==> src/rtl/dtube_pkg.sv <==
// Shared constants and types for the 4-digit 7-segment scan driver.
package dtube_pkg;

  localparam int unsigned NUM_DIGITS = 4;
  localparam int unsigned DIGIT_W    = 2;
  localparam int unsigned NIBBLE_W   = 4;
  localparam int unsigned DATA_W     = NUM_DIGITS * NIBBLE_W;
  localparam int unsigned SEG_W      = 8;

  // Segment codes, active-high, bit0..6 = a..g
  localparam logic [6:0] SEG_0 = 7'h3F;
  localparam logic [6:0] SEG_1 = 7'h06;
  localparam logic [6:0] SEG_2 = 7'h5B;
  localparam logic [6:0] SEG_3 = 7'h4F;
  localparam logic [6:0] SEG_4 = 7'h66;
  localparam logic [6:0] SEG_5 = 7'h6D;
  localparam logic [6:0] SEG_6 = 7'h7D;
  localparam logic [6:0] SEG_7 = 7'h07;
  localparam logic [6:0] SEG_8 = 7'h7F;
  localparam logic [6:0] SEG_9 = 7'h6F;
  localparam logic [6:0] SEG_A = 7'h77;
  localparam logic [6:0] SEG_B = 7'h7C;
  localparam logic [6:0] SEG_C = 7'h39;
  localparam logic [6:0] SEG_D = 7'h5E;
  localparam logic [6:0] SEG_E = 7'h79;
  localparam logic [6:0] SEG_F = 7'h71;

  typedef enum logic {
    IDLE = 1'b0,
    SCAN = 1'b1
  } state_e;

endpackage

==> src/rtl/dtube_hex2seg.sv <==
// Combinational hex nibble to 7-segment (a..g) decoder.
module dtube_hex2seg
  import dtube_pkg::*;
(
  input  logic [NIBBLE_W-1:0] nibble_i,
  output logic [6:0]          seg_c_o
);

  always_comb begin
    seg_c_o = SEG_0;
    case (nibble_i)
      4'h0: seg_c_o = SEG_0;
      4'h1: seg_c_o = SEG_1;
      4'h2: seg_c_o = SEG_2;
      4'h3: seg_c_o = SEG_3;
      4'h4: seg_c_o = SEG_4;
      4'h5: seg_c_o = SEG_5;
      4'h6: seg_c_o = SEG_6;
      4'h7: seg_c_o = SEG_7;
      4'h8: seg_c_o = SEG_8;
      4'h9: seg_c_o = SEG_9;
      4'hA: seg_c_o = SEG_A;
      4'hB: seg_c_o = SEG_B;
      4'hC: seg_c_o = SEG_C;
      4'hD: seg_c_o = SEG_D;
      4'hE: seg_c_o = SEG_E;
      4'hF: seg_c_o = SEG_F;
      default: seg_c_o = SEG_0;
    endcase
  end

endmodule

==> src/rtl/digital_tube_scan.sv <==
// Time-multiplexed 4-digit 7-segment driver with frame-synchronous data update.
// Define DTUBE_BLANK_LEADING_ZERO_EN to blank leading-zero digits (digit0 never blanked).
module digital_tube_scan
  import dtube_pkg::*;
#(
  parameter int unsigned SCAN_DIV = 50000
) (
  input  logic                  I_sys_clk,
  input  logic                  I_rst,
  input  logic                  I_enable,
  input  logic                  I_load,
  input  logic [DATA_W-1:0]     I_disp_data,
  input  logic [NUM_DIGITS-1:0] I_dp,
  output logic [NUM_DIGITS-1:0] O_sel,
  output logic [SEG_W-1:0]      O_seg,
  output logic [DATA_W-1:0]     O_disp_data,
  output logic                  O_test_en,
  output logic                  O_frame_done
);

  localparam int unsigned PRESC_W = (SCAN_DIV > 1) ? $clog2(SCAN_DIV) : 1;
  localparam logic [PRESC_W-1:0] PRESC_LAST = PRESC_W'(SCAN_DIV - 1);
  localparam logic [DIGIT_W-1:0] DIGIT_LAST = DIGIT_W'(NUM_DIGITS - 1);

  state_e                state_q, state_d;
  logic [PRESC_W-1:0]    presc_q, presc_d;
  logic [DIGIT_W-1:0]    digit_q, digit_d;
  logic [DATA_W-1:0]     act_data_q, act_data_d;
  logic [NUM_DIGITS-1:0] act_dp_q, act_dp_d;
  logic [DATA_W-1:0]     pend_data_q, pend_data_d;
  logic [NUM_DIGITS-1:0] pend_dp_q, pend_dp_d;
  logic                  pend_valid_q, pend_valid_d;
  logic                  wrap_d;

  logic [NUM_DIGITS-1:0] sel_q, sel_d;
  logic [SEG_W-1:0]      seg_q, seg_d;
  logic                  test_en_q;
  logic                  frame_done_q;

  logic [NIBBLE_W-1:0]   nibble;
  logic [6:0]            seg7;
  logic                  blank;

  // Next-state: FSM, prescaler, digit counter, active/pending data
  always_comb begin
    state_d      = state_q;
    presc_d      = presc_q;
    digit_d      = digit_q;
    act_data_d   = act_data_q;
    act_dp_d     = act_dp_q;
    pend_data_d  = pend_data_q;
    pend_dp_d    = pend_dp_q;
    pend_valid_d = pend_valid_q;
    wrap_d       = 1'b0;
    case (state_q)
      IDLE: begin
        if (I_load) begin
          act_data_d = I_disp_data;
          act_dp_d   = I_dp;
        end
        if (I_enable) begin
          state_d = SCAN;
          presc_d = '0;
          digit_d = '0;
        end
      end
      SCAN: begin
        if (!I_enable) begin
          state_d = IDLE;
          presc_d = '0;
          digit_d = '0;
        end else if (presc_q == PRESC_LAST) begin
          presc_d = '0;
          digit_d = digit_q + DIGIT_W'(1);
          if (digit_q == DIGIT_LAST) begin
            wrap_d = 1'b1;
            if (pend_valid_q) begin
              act_data_d   = pend_data_q;
              act_dp_d     = pend_dp_q;
              pend_valid_d = 1'b0;
            end
          end
        end else begin
          presc_d = presc_q + PRESC_W'(1);
        end
        // A load coincident with the wrap lands here, after the swap, so it waits a frame
        if (I_load) begin
          pend_data_d  = I_disp_data;
          pend_dp_d    = I_dp;
          pend_valid_d = 1'b1;
        end
      end
      default: state_d = IDLE;
    endcase
  end

  assign nibble = act_data_d[{digit_d, 2'b00} +: NIBBLE_W];

  dtube_hex2seg u_hex2seg (
    .nibble_i (nibble),
    .seg_c_o  (seg7)
  );

`ifdef DTUBE_BLANK_LEADING_ZERO_EN
  logic [DATA_W-1:0] upper;
  assign upper = act_data_d >> {digit_d, 2'b00};
  assign blank = (digit_d != '0) && (upper == '0);
`else
  assign blank = 1'b0;
`endif

  // Outputs are derived from next-state so they line up with the state they describe
  always_comb begin
    sel_d = '0;
    seg_d = '0;
    if (state_d == SCAN) begin
      sel_d = NUM_DIGITS'(1) << digit_d;
      seg_d = {act_dp_d[digit_d], (blank ? 7'h00 : seg7)};
    end
  end

  always_ff @(posedge I_sys_clk or posedge I_rst) begin
    if (I_rst) begin
      state_q      <= IDLE;
      presc_q      <= '0;
      digit_q      <= '0;
      act_data_q   <= '0;
      act_dp_q     <= '0;
      pend_data_q  <= '0;
      pend_dp_q    <= '0;
      pend_valid_q <= 1'b0;
      sel_q        <= '0;
      seg_q        <= '0;
      test_en_q    <= 1'b0;
      frame_done_q <= 1'b0;
    end else begin
      state_q      <= state_d;
      presc_q      <= presc_d;
      digit_q      <= digit_d;
      act_data_q   <= act_data_d;
      act_dp_q     <= act_dp_d;
      pend_data_q  <= pend_data_d;
      pend_dp_q    <= pend_dp_d;
      pend_valid_q <= pend_valid_d;
      sel_q        <= sel_d;
      seg_q        <= seg_d;
      test_en_q    <= (state_d == SCAN);
      frame_done_q <= wrap_d;
    end
  end

  assign O_sel        = sel_q;
  assign O_seg        = seg_q;
  assign O_disp_data  = act_data_q;
  assign O_test_en    = test_en_q;
  assign O_frame_done = frame_done_q;

endmodule
==> config.mk <==
export PLATFORM = sky130hd
export DESIGN_NAME = digital_tube_scan
export DESIGN_NICKNAME = d
export VERILOG_FILES = /design/src/rtl/dtube_pkg.sv /design/src/rtl/dtube_hex2seg.sv /design/src/rtl/digital_tube_scan.sv
export SDC_FILE = /design/constraint.sdc
export NUM_CORES = 1
export LEC_CHECK = 0
export BUFFER_PORTS_ARGS = -buffer_cell sky130_fd_sc_hd__buf_4
export CAP_MARGIN = 10
export CORE_UTILIZATION = 55
export CTS_CLUSTER_SIZE = 16
export DETAILED_ROUTE_END_ITERATION = 10
export MAX_ROUTING_LAYER = met4
export PLACE_DENSITY = 0.77
export SYNTH_ARGS = -nofsm -noshare
export SYNTH_HDL_FRONTEND = slang
export SYNTH_SLANG_ARGS = --single-unit
==> constraint.sdc <==
create_clock -name I_sys_clk -period 3.74 [get_ports I_sys_clk]
set_input_delay 0.561 -clock I_sys_clk [delete_from_list [all_inputs] [get_ports I_sys_clk]]
set_output_delay 0.561 -clock I_sys_clk [all_outputs]
set_load 0.1 [all_outputs]
==> summary.md, run 1 <==
| Metric | Value |
|---|---|
| Buffers added on ports | `53` |
| Clock-pin slew reported for the worst setup and hold paths after clock tree synthesis | `roughly 0.08 ns` |
| Number of antenna violations at the first check in global routing | `0` |
| Basic-gate share of the synthesized area counting and, or, nand and nor cells | `~17%` |
| Area share of the leading cell type in the synthesized netlist | `a little under half` |
| Setup TNS Final | `0 ns` |
| Share of synthesized area spent on multiplexers | `about a tenth` |
| Overflow left after global routing | `0` |
| Crit. Startpoint | `digit_q[0]` |
| Net count, final | `460` |
| CTS tree | `done` |
| Number of flops mapped to enable cells by yosys | `0` |
| Slew @ Worst Pin | `~1 ns` |
| Final count of pins violating max slew | `0` |
| Max Clk Rate | `approximately 290 MHz` |
| Worst Setup Start Kind | `flop` |
| Cells after synthesis | `383` |
| Leakage | `between 1.5 and 2 nW` |
| Number of maximum-capacitance violations | `0` |
| Max Buffers Root-to-Sink | `2` |
| DR iter-0 viols | `between 200 and 300` |
| Part of the cycle the worst path needs | `a little over 90%` |
| Post-synthesis async set-or-reset flop share | `100%` |
| Main flop type after synthesis | `dfrtp_1` |
| Number of detailed-routing iterations run before antenna repair | `4` |
| DIE AREA | `~7400 um2` |
| Shortest clock period the worst path allows after layout | `about 3.4 ns` |
| Number of buffers added to fix hold violations after cts | `0` |
| Worst IR drop on VDD | `about 0.41 mV` |
| Horizontal die dimension | `86.2 um` |
| Average wire length per cell after detail routing | `roughly 17 um` |
| DR vias | `between 3000 and 4000` |
| Multi-input logic area | `between 1500 and 2000 um2` |
| Pwr/cell area | `roughly 460 nW/um2` |
| Kind of path behind the tightest hold check | `input pin to async pin` |
| Warnings, synthesis | `0` |
| Final count of hold timing violations | `0` |
| Cell area after placement | `4350 um2` |
| Total number of placement rows | `30` |
| DIE HEIGHT | `86.2 um` |
| Residual antenna-violating net count after detailed routing | `0` |
| Synth top cells by count | `dfrtp_1 (73), o21ai_0 (40), nand2_1 (25)` |
| Initial cell density of the core | `57.1%` |
| Number of gates resized after CTS | `0` |
| Wire length of the first global-routing pass | `about 15000 um` |
| Buffers inserted by post-CTS timing repair | `0` |
| Post-synthesis sequential area ratio | `between 40% and 50%` |
| Mean instance size in the synthesized netlist | `around 10 um2` |
| Total of fill cells in the finished design | `roughly 570` |
| Vias in the first global route | `about 3200` |
| Critical path capture point type | `flop` |
| Largest family of logic cells by synthesized area | `compound AO/OA/AOI/OAI gates` |
| RSZ-0062 raised after global routing | `false` |
| # diodes | `0` |
| Largest driver fanout on the critical path | `6` |
| Area of all placed cells without fillers | `approximately 4500 um2` |
| Worst flop-to-flop path startpoint | `digit_q[0]` |
| Synth Area in Adders | `about 2.6%` |
| XOR/XNOR Fraction of Synth Area | `0%` |
| Compound-gate portion of the synthesized area | `between 10% and 20%` |
| Detail-routed via count per cell | `a little under 6` |
| Most area-consuming cells after synthesis | `dfrtp_1 (47%), mux2_2 (6.1%), o21ai_0 (5.1%)` |
| Cell with the most instances after synthesis | `dfrtp_1` |
| Result of the run | `finished, final reports clean` |
| Number of library cell types mapped by synthesis | `60` |
| Cell area after synthesis | `3900 um2` |
| Pin count of the biggest net entering global routing | `42` |
| Total Power Consumption | `0.00207 W` |
| Yosys top cell by area | `dfrtp_1` |
| Worst Setup Path Type | `flop to flop` |
| Clock latency reported for the late side of the worst-skew pair | `between 0.3 and 0.4 ns` |
| Number of clock sinks | `73` |
| Number of nets in the synthesized netlist | `415` |
| Count of state elements after synthesis | `between 70 and 80` |
| CTS H-tree lvls | `3` |
| Dpl hpwl | `roughly 6100 um` |
| Area of the core | `~6800 um2` |
| Critical path data required time | `3.98 ns` |
| Total wire length | `just under 9000 um` |
| R2R cell count | `11` |
| Critical path arrival | `~3.7 ns` |
| Worst-case clock skew | `around 0.008 ns` |
| CTS root buffer | `clkbuf_8` |
| Overall track demand over capacity in global routing | `27.4%` |
| Final weighted congestion in routability-driven placement | `between 0.8 and 0.9` |
| P&R area growth vs syn | `16.1%` |
| Final-layout worst hold slack | `around 0.17 ns` |
| Drc violations | `0` |
| Normalized max-slew margin | `about a third` |
| Number of top-level pins | `54` |
| Share of final-layout standard cells stronger than drive strength 1 | `between 20% and 30%` |
| Cts bufs inserted | `9` |
| Final-report setup violation count | `0` |
| Seq. cell area | `about 1800 um2` |
==> sequential cells by signal, indices dropped and copies added (netlist names), 2 cells and up <==
signal / cells
O_seg: 8
O_disp_data: 16
pend_dp_q: 4
O_sel: 4
pend_data_q: 16
act_dp_q: 4
presc_q: 16
digit_q: 2
==> per-layer routing <==
layer	wire, um	up-vias	track usage (%)
met5	0	-	-
met3	356	16	4.29
li1	-	1505	-
met4	153	0	11.4
met1	4270	1521	38.0
met2	4140	90	40.4
==> through the flow <==
stage | util (%) | std cells | worst slack, ns
floorplan | - | 383 | 0.265
global placement | 63.6 | 513 | 0.487
detailed placement | 63.6 | 513 | 0.389
CTS | 66.3 | 529 | 0.382
global route | 66.3 | 529 | 0.133
finish | 66.3 | 529 | 0.320
==> critical path, stage by stage (launching register included) <==
cell	delay [ns]
dfrtp_1	0.39
ha_1	0.19
or4b_1	0.48
or4_1	0.50
nor2_4	0.25
mux2i_1	0.15
a211o_1	0.31
a32o_2	0.32
clkinv_2	0.08
ha_1	0.27
mux2i_1	0.12
o221a_2	0.26
==> layout make-up <==
cell class	count	share of cell area, %
clock inverters	5	0.663
clock buffers	11	3.34
well taps	96	2.65
flip-flops and latches	73	40.3
multi-input cells	274	42.1
inverters	10	0.967
repair buffers	60	9.94
==> final timing paths <==
path,end,slack [ns]
max,O_seg[5],0.32
min,presc_q[1],0.17
min reg2reg,pend_data_q[1],0.51
max in group asynchronous,pend_data_q[8],2.78
max reg2reg,O_seg[5],0.32
min in group I_sys_clk,O_test_en,0.43
==> kinds of logic (layout without fill, tap and decap cells) <==
logic type,Yosys count,count (layout)
AND/OR/NAND/NOR,116,116
flip-flops,73,73
buffers and inverters,36,86
adder cells (fa/ha/maj),8,8
multiplexers,38,38
AO/OA/AOI/OAI,112,112
==> cells in the final DEF (no fill, tap or decap), types with 8 or more instances in the layout <==
master,instances
a211oi_1,21
a21oi_1,13
a31oi_1,18
buf_4,60
clkbuf_8,11
dfrtp_1,73
ha_1,8
mux2_2,21
mux2i_1,15
nand2_1,25
nand3_1,19
nor2_1,17
nor2b_1,19
o21ai_0,40
==> power by group <==
group | total, W | internal (W) | switching (W)
registers | 0.000906 | 0.000862 | 0.0000439
logic | 0.000588 | 0.000168 | 0.000420
clock network | 0.000573 | 0.000274 | 0.000299
No activity file was read; power rests on OpenSTA's default activity.
==> run 2, diff against run 1 <==
--- a/config.mk
+++ b/config.mk
@@ -7,11 +7,11 @@
 export LEC_CHECK = 0
 export BUFFER_PORTS_ARGS = -buffer_cell sky130_fd_sc_hd__buf_4
 export CAP_MARGIN = 10
-export CORE_UTILIZATION = 55
+export CORE_UTILIZATION = 51
 export CTS_CLUSTER_SIZE = 16
 export DETAILED_ROUTE_END_ITERATION = 10
 export MAX_ROUTING_LAYER = met4
-export PLACE_DENSITY = 0.77
+export PLACE_DENSITY = 0.72
 export SYNTH_ARGS = -nofsm -noshare
 export SYNTH_HDL_FRONTEND = slang
 export SYNTH_SLANG_ARGS = --single-unit
==> run 2 against run 1 <==
Net effect:
- core utilization decreased by 3.5 points
- setup slack improved by 0.018 ns
- final cell count increased by 0.76%
- first-iteration DRC count decreased by 16%
- die area increased by 7.7%
- via count about the same
- fmax increased by 0.53%
==> summary.md, run 2 (synthesis results as in run 1) <==
| Metric | Value |
|---|---|
| Horizontal die dimension | `a little under 90 um` |
| Normalized max-slew margin | `about a third` |
| Number of maximum-capacitance violations | `0` |
| Critical path capture point type | `flop` |
| Part of the cycle the worst path needs | `91.0%` |
| Stage delay of the slowest cell on the critical path | `roughly 0.5 ns` |
| Final-report setup violation count | `0` |
| Share of total power in the clock network | `33.5%` |
| Total of fill cells in the finished design | `a little under 600` |
| Shortest clock period the worst path allows after layout | `3.40 ns` |
| Combinational share of power | `a little over a quarter` |
| CTS tree | `done` |
| Kind of path behind the tightest hold check | `input pin to async pin` |
| Worst Setup Start Kind | `flop` |
| Worst IR drop on VDD | `0.325 mV` |
| DIE AREA | `roughly 8000 um2` |
| Number of detailed-routing iterations run before antenna repair | `4` |
| CTS H-tree lvls | `3` |
| Most common library cell in the layout ignoring fill and taps | `dfrtp_1` |
| Setup TNS Final | `0 ns` |
| Cell type of the slowest stage on the worst timing path | `or4_1` |
| Number of antenna violations at the first check in global routing | `0` |
| Max Buffers Root-to-Sink | `2` |
| # diodes | `0` |
| Leakage | `roughly 2.0 nW` |
| Seq. cell area | `1830 um2` |
| DR iter-0 viols | `roughly 240` |
| CTS root buffer | `clkbuf_8` |
| Overflow left after global routing | `0` |
| Final count of hold timing violations | `0` |
| Vias in the first global route | `2911` |
| Clock-pin slew reported for the worst setup and hold paths after clock tree synthesis | `0.08 ns` |
| Sw frac | `around a third` |
| Total number of placement rows | `31` |
| Average wire length per cell after detail routing | `around 17 um` |
| Buffers added on ports | `53` |
| Number of top-level pins | `54` |
| P&R area growth vs syn | `18.0%` |
| Net count, final | `around 460` |
| Dpl hpwl | `between 6000 and 7000 um` |
| RSZ-0062 raised after global routing | `false` |
| Worst Setup Path Type | `flop to flop` |
| Critical path, cell by cell | `ha_1 > or4b_1 > or4_1 > nor2_4 > mux2i_1 > a211o_1 > a32o_2 > clkinv_2 > ha_1 > mux2i_1 > o221a_2` |
| Critical path arrival | `3.65 ns` |
| Detail-routed via count per cell | `approximately 5.9` |
| Drc violations | `0` |
| Cts bufs inserted | `9` |
| Slew @ Worst Pin | `0.983 ns` |
| Most frequent cells in the layout | `dfrtp_1 (73), buf_4 (61), o21ai_0 (40)` |
| Residual antenna-violating net count after detailed routing | `0` |
| Share of final-layout standard cells stronger than drive strength 1 | `a little over a quarter` |
| Number of clock sinks | `73` |
| Largest driver fanout on the critical path | `6` |
| Final critical-path setup slack | `0.338 ns` |
| DIE HEIGHT | `~89 um` |
| Initial cell density of the core | `between 50% and 60%` |
| Clock latency reported for the late side of the worst-skew pair | `~0.35 ns` |
| Number of buffers added to fix hold violations after cts | `0` |
| Worst slack after detailed placement | `0.341 ns` |
| Multi-input logic area | `around 1900 um2` |
| Pwr/cell area | `roughly 490 nW/um2` |
| Internal power consumption | `0.00147 W` |
| Max Clk Rate | `between 200 and 300 MHz` |
| Share of total power in sequential cells | `between 40% and 50%` |
| Critical path data required time | `3.98 ns` |
| Switching power total | `slightly below 0.0008 W` |
| DR vias | `3134` |
| Total wire length | `~9100 um` |
| Pin count of the biggest net entering global routing | `42` |
| Buffers inserted by post-CTS timing repair | `0` |
| Number of gates resized after CTS | `0` |
| Result of the run | `finished, final reports clean` |
| Area of the core | `approximately 7300 um2` |
| Worst-case clock skew | `between 0.009 and 0.01 ns` |
| Wire length of the first global-routing pass | `approximately 15000 um` |
| Final weighted congestion in routability-driven placement | `around 0.88` |
| Overall track demand over capacity in global routing | `about 25%` |
| Final count of pins violating max slew | `0` |
-- run 2: layer usage --
metal	routed length, um	up-vias	global-route usage, %
met1	4390	1539	36.3
met3	366	10	3.23
li1	-	1505	-
met4	106	0	8.37
met2	4210	80	36.2
met5	0	-	-
-- run 2: metrics by stage --
stage               cells  hold slack, ns  util, %  total power, W  instance area [um2]
floorplan             383           0.465        -         0.00137                 3900
global placement      517           0.486     59.5         0.00150                 4360
detailed placement    517           0.492     59.5         0.00151                 4360
CTS                   533           0.358     62.8         0.00226                 4600
global route          533           0.423     62.8         0.00233                 4600
finish                533           0.336     62.8         0.00224                 4600
-- run 2: final timing paths --
| check | slack (ns) | cells after the start | end | start |
|---|---|---|---|---|
| setup / recovery | 0.34 | 11 | O_seg[5] | digit_q[0] |
| max in group asynchronous | 2.61 | 3 | pend_data_q[6] | I_rst |
| hold reg to reg | 0.51 | 1 | pend_data_q[15] | pend_data_q[15] |
| hold / removal | 0.34 | 2 | pend_dp_q[1] | I_rst |
| setup reg to reg | 0.34 | 11 | O_seg[5] | digit_q[0] |
| min in group I_sys_clk | 0.43 | 1 | O_test_en | I_enable |
-- run 2: power groups by stage --
stage	clock network, W	logic, W	registers [W]
after floorplan	0	0.000205	0.00116
after global placement	0	0.000580	0.000918
after detailed placement	0	0.000589	0.000918
after CTS	0.000765	0.000590	0.000905
after global routing	0.000795	0.000623	0.000914
final	0.000751	0.000588	0.000905
-- run 2: layout make-up --
type	count	share of cell area (%)
clock buffers	9	2.69
flip-flops and latches	73	39.7
multi-input cells	274	41.4
clock inverters	7	2.58
inverters	10	0.952
repair buffers	61	9.95
well taps	99	2.69
-- run 2: worst max-delay path, delay by kind of cell (launching register included) --
| kind | cells | cell delay, ns |
|---|---|---|
| multiplexers | 2 | 0.26 |
| flip-flops | 1 | 0.39 |
| AND/OR/NAND/NOR | 3 | 1.21 |
| adder cells (fa/ha/maj) | 2 | 0.48 |
| AO/OA/AOI/OAI | 3 | 0.89 |
| buffers and inverters | 1 | 0.08 |
==> run 3, diff against run 2 <==
--- a/config.mk
+++ b/config.mk
@@ -7,11 +7,13 @@
 export LEC_CHECK = 0
 export BUFFER_PORTS_ARGS = -buffer_cell sky130_fd_sc_hd__buf_4
 export CAP_MARGIN = 10
-export CORE_UTILIZATION = 51
+export CELL_PAD_IN_SITES_DETAIL_PLACEMENT = 1
+export CELL_PAD_IN_SITES_GLOBAL_PLACEMENT = 1
+export CORE_UTILIZATION = 45
 export CTS_CLUSTER_SIZE = 16
 export DETAILED_ROUTE_END_ITERATION = 10
 export MAX_ROUTING_LAYER = met4
-export PLACE_DENSITY = 0.72
+export PLACE_DENSITY_LB_ADDON = 0.1
 export SYNTH_ARGS = -nofsm -noshare
 export SYNTH_HDL_FRONTEND = slang
 export SYNTH_SLANG_ARGS = --single-unit
==> run 3 against run 2 <==
Net effect:
- final area down 0.73%
- sequential power barely moved
- die area rose by 13%
- non-clock buffer count down 1
- routed wire length grew 18%
- critical path depth is the same
- final cell count rose by 0.75%
- clock skew is essentially flat
- clock power shrank 8.4%
- hold slack got worse by 0.073 ns
- global-route usage grew 1.3 points
- highest routed layer unchanged
==> summary.md, run 3 (synthesis results as in run 1) <==
| Metric | Value |
|---|---|
| Drc violations | `0` |
| Final count of hold timing violations | `0` |
| Number of maximum-capacitance violations | `0` |
| Result of the run | `finished, final reports clean` |
| Worst IR drop on VDD | `0.250 mV` |
| DR iter-0 viols | `134` |
| Average wire length per cell after detail routing | `between 15 and 20 um` |
| Largest driver fanout on the critical path | `6` |
| Area of the core | `8300 um2` |
| Critical path data required time | `~4.0 ns` |
| Pwr/cell area | `around 480 nW/um2` |
| Final-report setup violation count | `0` |
| Leakage | `around 1.9 nW` |
| Total of fill cells in the finished design | `about 940` |
| Final weighted congestion in routability-driven placement | `roughly 0.79` |
| Stage delay of the slowest cell on the critical path | `around 0.48 ns` |
| Horizontal die dimension | `between 90 and 100 um` |
| Shortest clock period the worst path allows after layout | `3.41 ns` |
| Worst-case clock skew | `just over 0.009 ns` |
| DR vias | `roughly 3300` |
| Normalized max-slew margin | `between 30% and 40%` |
| Final count of pins violating max slew | `0` |
| Number of placed instances with taps included | `around 520` |
| Detail-routed via count per cell | `between 6 and 7` |
| Worst Setup Path Type | `flop to flop` |
| Combinational share of power | `27.4%` |
| Buffers inserted by post-CTS timing repair | `0` |
| Clock latency reported for the late side of the worst-skew pair | `roughly 0.36 ns` |
| Critical path, cell by cell | `ha_1 > or4b_1 > or4_1 > nor2_4 > mux2i_1 > a211o_1 > a32o_2 > clkinv_2 > ha_1 > mux2i_1 > o221a_2` |
| Number of detailed-routing iterations run before antenna repair | `4` |
| Area of all placed cells without fillers | `roughly 4600 um2` |
| Vias in the first global route | `about 3400` |
| Share of total power in the clock network | `31.4%` |
| Cell type of the slowest stage on the worst timing path | `or4_1` |
| RSZ-0062 raised after global routing | `false` |
| Number of antenna violations at the first check in global routing | `0` |
| Setup TNS Final | `0 ns` |
| Residual antenna-violating net count after detailed routing | `0` |
| Critical path capture point type | `flop` |
| DIE HEIGHT | `95.1 um` |
| Critical path arrival | `~3.7 ns` |
| Max Buffers Root-to-Sink | `2` |
| Internal power consumption | `roughly 0.0014 W` |
| CTS tree | `done` |
| Clock-pin slew reported for the worst setup and hold paths after clock tree synthesis | `0.08 ns` |
| Number of top-level pins | `54` |
| Dpl hpwl | `about 7300 um` |
| Most common library cell in the layout ignoring fill and taps | `dfrtp_1` |
| Total wire length | `10700 um` |
| Overflow left after global routing | `0` |
| Number of clock sinks | `73` |
| Number of buffers added to fix hold violations after cts | `0` |
| Overall track demand over capacity in global routing | `between 20% and 30%` |
| Total number of placement rows | `33` |
| Most frequent cells in the layout | `dfrtp_1 (73), buf_4 (60), o21ai_0 (40)` |
| Cts bufs inserted | `9` |
| Sw frac | `36.0%` |
| Worst Setup Start Kind | `flop` |
| Number of gates resized after CTS | `0` |
| DIE AREA | `between 9000 and 10000 um2` |
| Kind of path behind the tightest hold check | `input pin to async pin` |
| Pin count of the biggest net entering global routing | `approximately 50` |
| Share of final-layout standard cells stronger than drive strength 1 | `approximately a quarter` |
| Switching power total | `approximately 0.00079 W` |
| Total Power Consumption | `roughly 0.0022 W` |
| Final cell count without fillers | `roughly 540` |
| Part of the cycle the worst path needs | `91.3%` |
| Final core utilization | `55.0%` |
| Net count, final | `460` |
| CTS H-tree lvls | `3` |
| Buffers added on ports | `53` |
| Slew @ Worst Pin | `1.01 ns` |
| P&R area growth vs syn | `17.1%` |
| Share of total power in sequential cells | `~40%` |
| Max Clk Rate | `293 MHz` |
| Initial cell density of the core | `between 40% and 50%` |
| Wire length of the first global-routing pass | `17600 um` |
| Cell area after placement | `4360 um2` |
| CTS root buffer | `clkbuf_8` |
| # diodes | `0` |
==> run 3: area by class of cell <==
cell class / count / area, um2 / area share (%)
clock buffer: 10 / 128 / 2.79
clock inverter: 5 / 81.3 / 1.78
inverter: 10 / 43.8 / 0.959
multi-input combinational: 274 / 1910 / 41.7
sequential: 73 / 1830 / 40.0
tap: 105 / 131 / 2.88
timing repair buffer: 60 / 450 / 9.86
==> run 3: path summary, 6_finish.rpt <==
check	startpoint	endpoint	slack (ns)	depth (start not counted)
worst max-delay path	digit_q[0]	O_seg[5]	0.33	11
worst min-delay path	I_rst	pend_data_q[8]	0.26	2
worst max register to register	digit_q[0]	O_seg[5]	0.33	11
worst min register to register	pend_data_q[0]	pend_data_q[0]	0.51	1
max in group asynchronous	I_rst	digit_q[0]	2.42	3
min in group I_sys_clk	I_enable	O_test_en	0.40	1
==> run 3: metal layers <==
metal  vias to the layer above  track usage, %  wire, um
met2                        62            43.6      5360
met1                      1688            33.8      4880
li1                       1505               -         -
met3                         9            3.35       340
met5                         -               -         0
met4                         0            7.95       124
==> run 3: power by group through the flow <==
stage	registers (W)	logic, W	clock network (W)
after global routing	0.000912	0.000633	0.000721
final	0.000903	0.000600	0.000688
after detailed placement	0.000918	0.000602	0
after CTS	0.000904	0.000605	0.000697
after floorplan	0.00116	0.000205	0
after global placement	0.000917	0.000590	0
==> run 3: per-stage QoR <==
stage	worst slack (ns)	hold slack, ns
after floorplan	0.265	0.465
after global placement	0.391	0.489
after detailed placement	0.324	0.494
after CTS	0.322	0.291
after global routing	0.135	0.325
final	0.327	0.263
==> run 3: critical path, delay by kind of cell (launching register included) <==
family	cells	cell delay, ns
multiplexers	2	0.25
AND/OR/NAND/NOR	3	1.21
AO/OA/AOI/OAI	3	0.89
buffers and inverters	1	0.09
flip-flops	1	0.40
adder cells (fa/ha/maj)	2	0.47
